## src/rtl/mem_port_arbiter.sv

```systemverilog
// rtl/mem_port_arbiter.sv - single-outstanding IF/LS arbiter onto one memory port

package core_types_pkg;
    typedef struct packed {
        logic       vld;
        logic       mtype;
        logic [1:0] len;
    } dmem_req_ctrl_t;
endpackage

module mem_port_arbiter
    import core_types_pkg::*;
#(
    parameter int N_BITS = 32,
    parameter int ADDR_W = 32
) (
    input  logic                 clk,
    input  logic                 rst_n,
    input  logic                 if_req_vld,
    output logic                 if_req_rdy,
    input  logic [ADDR_W-1:0]    if_req_addr,
    input  logic                 if_flush,
    output logic                 if_rsp_vld,
    output logic [N_BITS-1:0]    if_rsp_data,
    input  logic                 ls_req_vld,
    output logic                 ls_req_rdy,
    input  logic [ADDR_W-1:0]    ls_req_addr,
    input  dmem_req_ctrl_t       ls_req_ctrl,
    input  logic [N_BITS-1:0]    ls_req_wdata,
    output logic                 ls_rsp_vld,
    output logic [N_BITS-1:0]    ls_rsp_data,
    output logic                 mem_req_vld,
    input  logic                 mem_req_rdy,
    output logic [ADDR_W-1:0]    mem_req_addr,
    output logic                 mem_req_we,
    output logic [1:0]           mem_req_len,
    output logic [N_BITS-1:0]    mem_req_wdata,
    input  logic                 mem_rsp_vld,
    input  logic [N_BITS-1:0]    mem_rsp_data,
    output logic                 err_spurious
);

    typedef enum logic [1:0] {IDLE, REQ, WAIT_RSP} state_t;

    state_t state_q, state_d;
    logic   last_ls_q;
    logic   owner_ls_q;
    logic   drop_q;
    logic   grant_if, grant_ls;
    logic   rsp_fire;
    logic   unused_ctrl_vld;

    assign unused_ctrl_vld = ls_req_ctrl.vld;

    // LS wins a tie only when IF was granted last (last_ls_q low)
    always_comb begin
        grant_if = 1'b0;
        grant_ls = 1'b0;
        state_d  = state_q;
        case (state_q)
            IDLE: begin
                if (ls_req_vld && (!if_req_vld || !last_ls_q)) begin
                    grant_ls = 1'b1;
                end else if (if_req_vld) begin
                    grant_if = 1'b1;
                end
                if (grant_if || grant_ls) begin
                    state_d = REQ;
                end
            end
            REQ: begin
                if (mem_req_rdy) begin
                    state_d = WAIT_RSP;
                end
            end
            WAIT_RSP: begin
                if (mem_rsp_vld) begin
                    state_d = IDLE;
                end
            end
            default: state_d = IDLE;
        endcase
    end

    assign if_req_rdy  = grant_if;
    assign ls_req_rdy  = grant_ls;
    assign mem_req_vld = (state_q == REQ);
    assign rsp_fire    = (state_q == WAIT_RSP) && mem_rsp_vld;

    always_ff @(posedge clk or negedge rst_n) begin
        if (!rst_n) begin
            state_q       <= IDLE;
            last_ls_q     <= 1'b1;
            owner_ls_q    <= 1'b0;
            drop_q        <= 1'b0;
            err_spurious  <= 1'b0;
            if_rsp_vld    <= 1'b0;
            if_rsp_data   <= '0;
            ls_rsp_vld    <= 1'b0;
            ls_rsp_data   <= '0;
            mem_req_addr  <= '0;
            mem_req_we    <= 1'b0;
            mem_req_len   <= 2'b00;
            mem_req_wdata <= '0;
        end else begin
            state_q    <= state_d;
            if_rsp_vld <= 1'b0;
            ls_rsp_vld <= 1'b0;

            if (grant_if || grant_ls) begin
                last_ls_q     <= grant_ls;
                owner_ls_q    <= grant_ls;
                mem_req_addr  <= grant_ls ? ls_req_addr : if_req_addr;
                mem_req_we    <= grant_ls & ls_req_ctrl.mtype;
                mem_req_len   <= grant_ls ? ls_req_ctrl.len : 2'b10;
                mem_req_wdata <= grant_ls ? ls_req_wdata : '0;
            end

            if (mem_rsp_vld && (state_q != WAIT_RSP)) begin
                err_spurious <= 1'b1;
            end

            // a flush arriving with the response drops it just like an earlier one
            if (rsp_fire) begin
                drop_q <= 1'b0;
                if (owner_ls_q) begin
                    ls_rsp_vld  <= 1'b1;
                    ls_rsp_data <= mem_req_we ? '0 : mem_rsp_data;
                end else if (!drop_q && !if_flush) begin
                    if_rsp_vld  <= 1'b1;
                    if_rsp_data <= mem_rsp_data;
                end
            end else if (if_flush && (state_q != IDLE) && !owner_ls_q) begin
                drop_q <= 1'b1;
            end
        end
    end

endmodule

```

## config.mk

```make
export PLATFORM = sky130hd
export DESIGN_NAME = mem_port_arbiter
export DESIGN_NICKNAME = d
export VERILOG_FILES = /design/src/rtl/mem_port_arbiter.sv
export SDC_FILE = /design/constraint.sdc
export NUM_CORES = 1
export LEC_CHECK = 0
export BUFFER_PORTS_ARGS = -buffer_cell sky130_fd_sc_hd__buf_2
export CORE_ASPECT_RATIO = 1.5
export CORE_MARGIN = 5
export CORE_UTILIZATION = 51
export DETAILED_ROUTE_END_ITERATION = 10
export PLACE_DENSITY = 0.85
export SLEW_MARGIN = 25
export SYNTH_ARGS = -nofsm -noshare
export SYNTH_HDL_FRONTEND = slang
export SYNTH_SLANG_ARGS = --single-unit
```

## constraint.sdc

```tcl
create_clock -name clk -period 3.65 [get_ports clk]
set_input_delay 0 -clock clk [delete_from_list [all_inputs] [get_ports clk]]
set_output_delay 0 -clock clk [all_outputs]
set_load 0.1 [all_outputs]
```

Yosys cells after proc, flatten, opt, wreduce, memory -nomap -nowiden
Cells that the tools add are included.
{"block": "totals", "out_inout_bits": 137, "word_cells": 63, "register_bits": 139, "in_bits": 139}
{"block": "op_classes", "n_reduce_logical": 20, "eq_ne": 6, "mux": 22, "bitwise_logic": 2}
{"operator": "2-to-1 mux 32 bit", "n": 3}
{"operator": "2-to-1 mux 1 bit", "n": 14}
{"operator": "2-to-1 mux 2 bit", "n": 4}
{"operator": "logical AND 1 bit", "n": 6}
{"operator": "!= test 2 bit (second input constant)", "n": 3}
{"operator": "case mux 2 bit (3 select lines)", "n": 1}
{"operator": "AND reduction 3 bit", "n": 2}
{"operator": "logical NOT 1 bit", "n": 5}
{"operator": "nonzero test 2 bit", "n": 2}
{"operator": "logical OR 1 bit", "n": 3}
{"operator": "== test 2 x 1 -> 1 bit (second input constant)", "n": 1}
{"operator": "== test 2 bit (second input constant)", "n": 1}
{"operator": "logical NOT 2 bit", "n": 1}
{"operator": "!= test 2 x 1 -> 1 bit (second input constant)", "n": 1}
{"operator": "AND reduction 2 bit", "n": 1}
{"operator": "AND 1 bit", "n": 1}
{"operator": "NOT 1 bit", "n": 1}

Longest topological paths before layout
{"block": "depth", "ltp_word": 8, "mapped_depth": 6, "ltp_nobuf": 3}

Least setup slack after synthesis
No wires, ideal clock.
{"block": "synth_timing", "path_type": "flip-flop to flip-flop", "from": "register state_q[1]", "to": "register state_q[1]", "path_buffers": 1, "arrival_ns": 2.056, "period_less_slack_ns": 2.139, "path_slack_ns": 1.511, "setup_time_ns": 0.083, "t_required_ns": 3.567, "stages_incl_launch_ff": 5, "path_cell_list": "dfrtp_1 -> buf_6 -> nor2b_1 -> nand2_1 -> o21ai_0"}
{"block": "synth_between", "elab_chain_len": 3, "word_cells_on_any_way": 8, "classes_between": "5 x eq/ne; 1 x mux; 2 x reduce/logical"}
{"item": "start: declaration", "line": "45", "rtl": "state_t state_q, state_d;"}
{"item": "start signal: assignment", "line": "106", "rtl": "state_q <= state_d;"}
{"item": "== test 2 x 1 -> 1 bit *"}
{"item": "net mem_req_vld", "line": "32", "rtl": "output logic mem_req_vld,"}
{"item": "!= test 2 x 1 -> 1 bit (no line)"}
{"item": "AND reduction 3 bit (no line)"}
Mark *: on every way through the listed nets, which the timed path passes. The rest lies on a longest branch.
A chain may end at the register's enable or synchronous reset.

Worst setup path in the final report
{"block": "layout_timing", "from": "register last_ls_q", "to": "register mem_req_addr[5]"}
{"block": "layout_between", "elab_chain_len": 7, "word_cells_on_any_way": 11, "classes_between": "7 x mux; 4 x reduce/logical"}
{"item": "start: declaration", "line": "46", "rtl": "logic last_ls_q;"}
{"item": "start signal: assignment", "line": "111", "rtl": "last_ls_q <= grant_ls;"}
{"item": "logical NOT 1 bit *", "line": "62", "rtl": "if (ls_req_vld && (!if_req_vld || !last_ls_q)) begin"}
{"item": "logical OR 1 bit *", "line": "62"}
{"item": "logical AND 1 bit *", "line": "62"}
{"item": "2-to-1 mux 1 bit", "line": "62"}
{"item": "2-to-1 mux 1 bit (2 in a row)", "line": "60", "rtl": "case (state_q)"}
{"item": "2-to-1 mux 32 bit / logical OR 1 bit (equally long branches)", "line": "113, 110"}
{"item": "end signal: assignment", "line": "113", "rtl": "mem_req_addr <= grant_ls ? ls_req_addr : if_req_addr;"}
{"item": "end: declaration", "line": "34", "rtl": "output logic [ADDR_W-1:0] mem_req_addr,"}
Every way passes the cells marked *; elsewhere a longest branch is shown, timed or not. The select of a mux whose other input is x is not followed.

==> flow_summary.toml <==
[clocking]
cts.clk_slew.worst_paths_ns = 0.06
cts-root-buf = "clkbuf_16"
cts_made_buffers = 17
cts.sinks = 139
clock_latency_ns = 0.41
cts_setup_buffers = 0
cts_tree = "done"
clock_path_buffers = 2
htreeDepth = 4

[detailed_routing]
drcViolationCount = 0
ant_nets = 0
dr.pass1.iters = 4
wirelength_um = 19600
num_vias = 5233
wl_per_cell_um = 19.1
drt_iter0_markers = 147
viasPerCell = 5.10

[cells_and_area]
fin_cells = 1027
area_growth_pct = 56.3
finalNetCount = 1003
ff_latch_area_um2 = 3480
fillCellCount = 615
multi_input_area_um2 = 2350
drive_above_1_share_pct = 50.6

[sta]
tns_ns = 0
drv_slew = 0
slew_headroom_pct = 32.9
min_period_ns = 2.65
rsz0062_at_grt = "no"
setup_viol = 0
fmax_mhz = 377
hold_violations = 0
fin_skew_ns = 0.00840
worstMarginPinSlew_ns = 1.01
period_share_pct = 72.6

[synthesis]
yosysSeqAreaShare_pct = 57.6
netlist.area_leader.share_pct = 57.2
ys_ff_latch = 139
yosys.area_share.simple_pct = 10.3
synthAdderAreaFrac_pct = 0
synth_area_leaders = "dfrtp_1 57%, mux2_2 22%, nor2b_1 3.6%"
synth_cells = 457
synth_compound_area_share_pct = 3.48
syn_avg_cell_area_um2 = 13.2
synth-edff-count = 0
postSynth.asyncResetShare_pct = 100
yosys.area.top_type = "dfrtp_1"
synth-xor-area-share_pct = 0
netlist_area_um2 = 6040
syn_nets = 596
synth_top_family_by_area = "multiplexers"
synth_mux_area_share_pct = 25.0
ys.flop_type = "dfrtp_1"
yosys_warnings = 0
synth_cell_types = 25

[floorplanning]
num_rows = 48
die_area_um2 = 14200
io-pin-count = 276
floorplan.die.width_um = 98.9
core_um2 = 11600
fp.dieH_um = 143
start_util_pct = 52.1

[worst_setup_path]
r2r-start = "last_ls_q"
worstPathRequired_ns = 3.93
crit_fanout = 71
cp-end-kind = "register"
startpoint = "last_ls_q"
start_kind = "register"
cp.arrival_ns = 2.93
worstSetupPathType = "register to register"

[global_route]
overflow = 0
grt_antenna_before_repair = 0
grt_usage_pct = 27.8
grt_pass1_wl_um = 30800
grt_max_degree = 112
grt_pass1_vias = 5960

[run]
drv_cap = 0

[placed_design]
place_hpwl_um = 11200
place.gp.congestion = 0.825
port_buffers = 274
dp.cells = 858

[run_status]
status = "completed"

[min_path]
min_path_type = "primary input to asynchronous set/reset pin"
cells in the mapped netlist (2+ instances only):
cell type,instances
o21ai_0,35
dfrtp_1,138
buf_2,12
nor2_1,3
mux2_4,10
nand2_1,36
inv_1,7
buf_4,2
buf_6,7
mux2_2,120
nor2b_1,35
clkbuf_1,6
nand2b_1,34
placed cells by master (no fill, tap or decap), types with 2 or more instances in the layout:
cell type / instances
buf_2: 273
buf_4: 4
bufinv_16: 3
clkbuf_16: 17
clkinv_2: 2
clkinv_4: 4
clkinvlp_4: 2
dfrtp_1: 138
dlygate4sd3_1: 137
inv_1: 7
inv_6: 2
mux2_2: 120
mux2_4: 10
nand2_1: 35
nand2b_1: 34
nor2_1: 3
nor2b_1: 35
o21ai_0: 35
what timing repair did:
action | 4_1_cts | 5_1_grt
hold buffers | 137 | 0
gates resized for setup | 0 | 0
endpoints found under the hold margin | 244 | 0
flip-flops by register name, indices dropped and copies added (netlist names), 2 cells and up:
name,count
if_rsp_data,32
ls_rsp_data,32
mem_req_addr,32
mem_req_wdata,32
mem_req_len,2
state_q,2
path summary, 6_finish.rpt:
check / slack, ns / cells past startpoint / to
worst max register to register: 1.00 / 4 / mem_req_addr[5]
worst min-delay path: 0.26 / 2 / ls_rsp_data[17]
worst min register to register: 0.48 / 2 / ls_rsp_data[0]
max in group asynchronous: 2.40 / 3 / mem_req_wdata[21]
worst max-delay path: 1.00 / 4 / mem_req_addr[5]
min in group clk: 0.37 / 3 / mem_req_wdata[23]
per-layer routing:
layer / GRT usage (%) / share of wire [%] / up-vias
met5: 0 / 0 / -
met4: 12.0 / 3.8 / 0
met1: 30.0 / 36 / 2576
li1: - / - / 2365
met3: 8.55 / 6.9 / 54
met2: 50.0 / 53 / 238
logic make-up after synthesis:
logic type / Yosys count
flip-flops: 139
buffers and inverters: 35
AO/OA/AOI/OAI: 40
AND/OR/NAND/NOR: 112
multiplexers: 131
layout make-up:
class | instances | area share, %
tap | 150 | 1.99
timing repair buffer | 416 | 29.7
antenna | 1 | 0.0265
clock inverter | 13 | 1.77
multi-input combinational | 283 | 24.9
clock buffer | 18 | 4.54
sequential | 139 | 36.8
inverter | 7 | 0.278
worst max-delay path: stages (launching register included):
cell and delay (ns):
dfstp_2 0.36, a21boi_0 0.38, nand2_4 0.63, mux2_2 0.52, dlygate4sd3_1 0.58
metrics by stage:
step           worst slack, ns  instance area, um2  utilization (%)  hold WS (ns)
2_1_floorplan             1.51                6040                -        -0.296
3_3_place_gp              1.70                7470             64.5         0.190
3_5_place_dp              1.63                7470             64.5         0.210
4_1_cts                   1.09                9440             81.5         0.344
5_1_grt                  0.941                9440             81.5         0.353
6_report                  1.00                9450             81.5         0.257
Power is left out: the tool's default activity adds up to more than one toggle a clock period on the data nets, which glitch-free logic cannot reach.
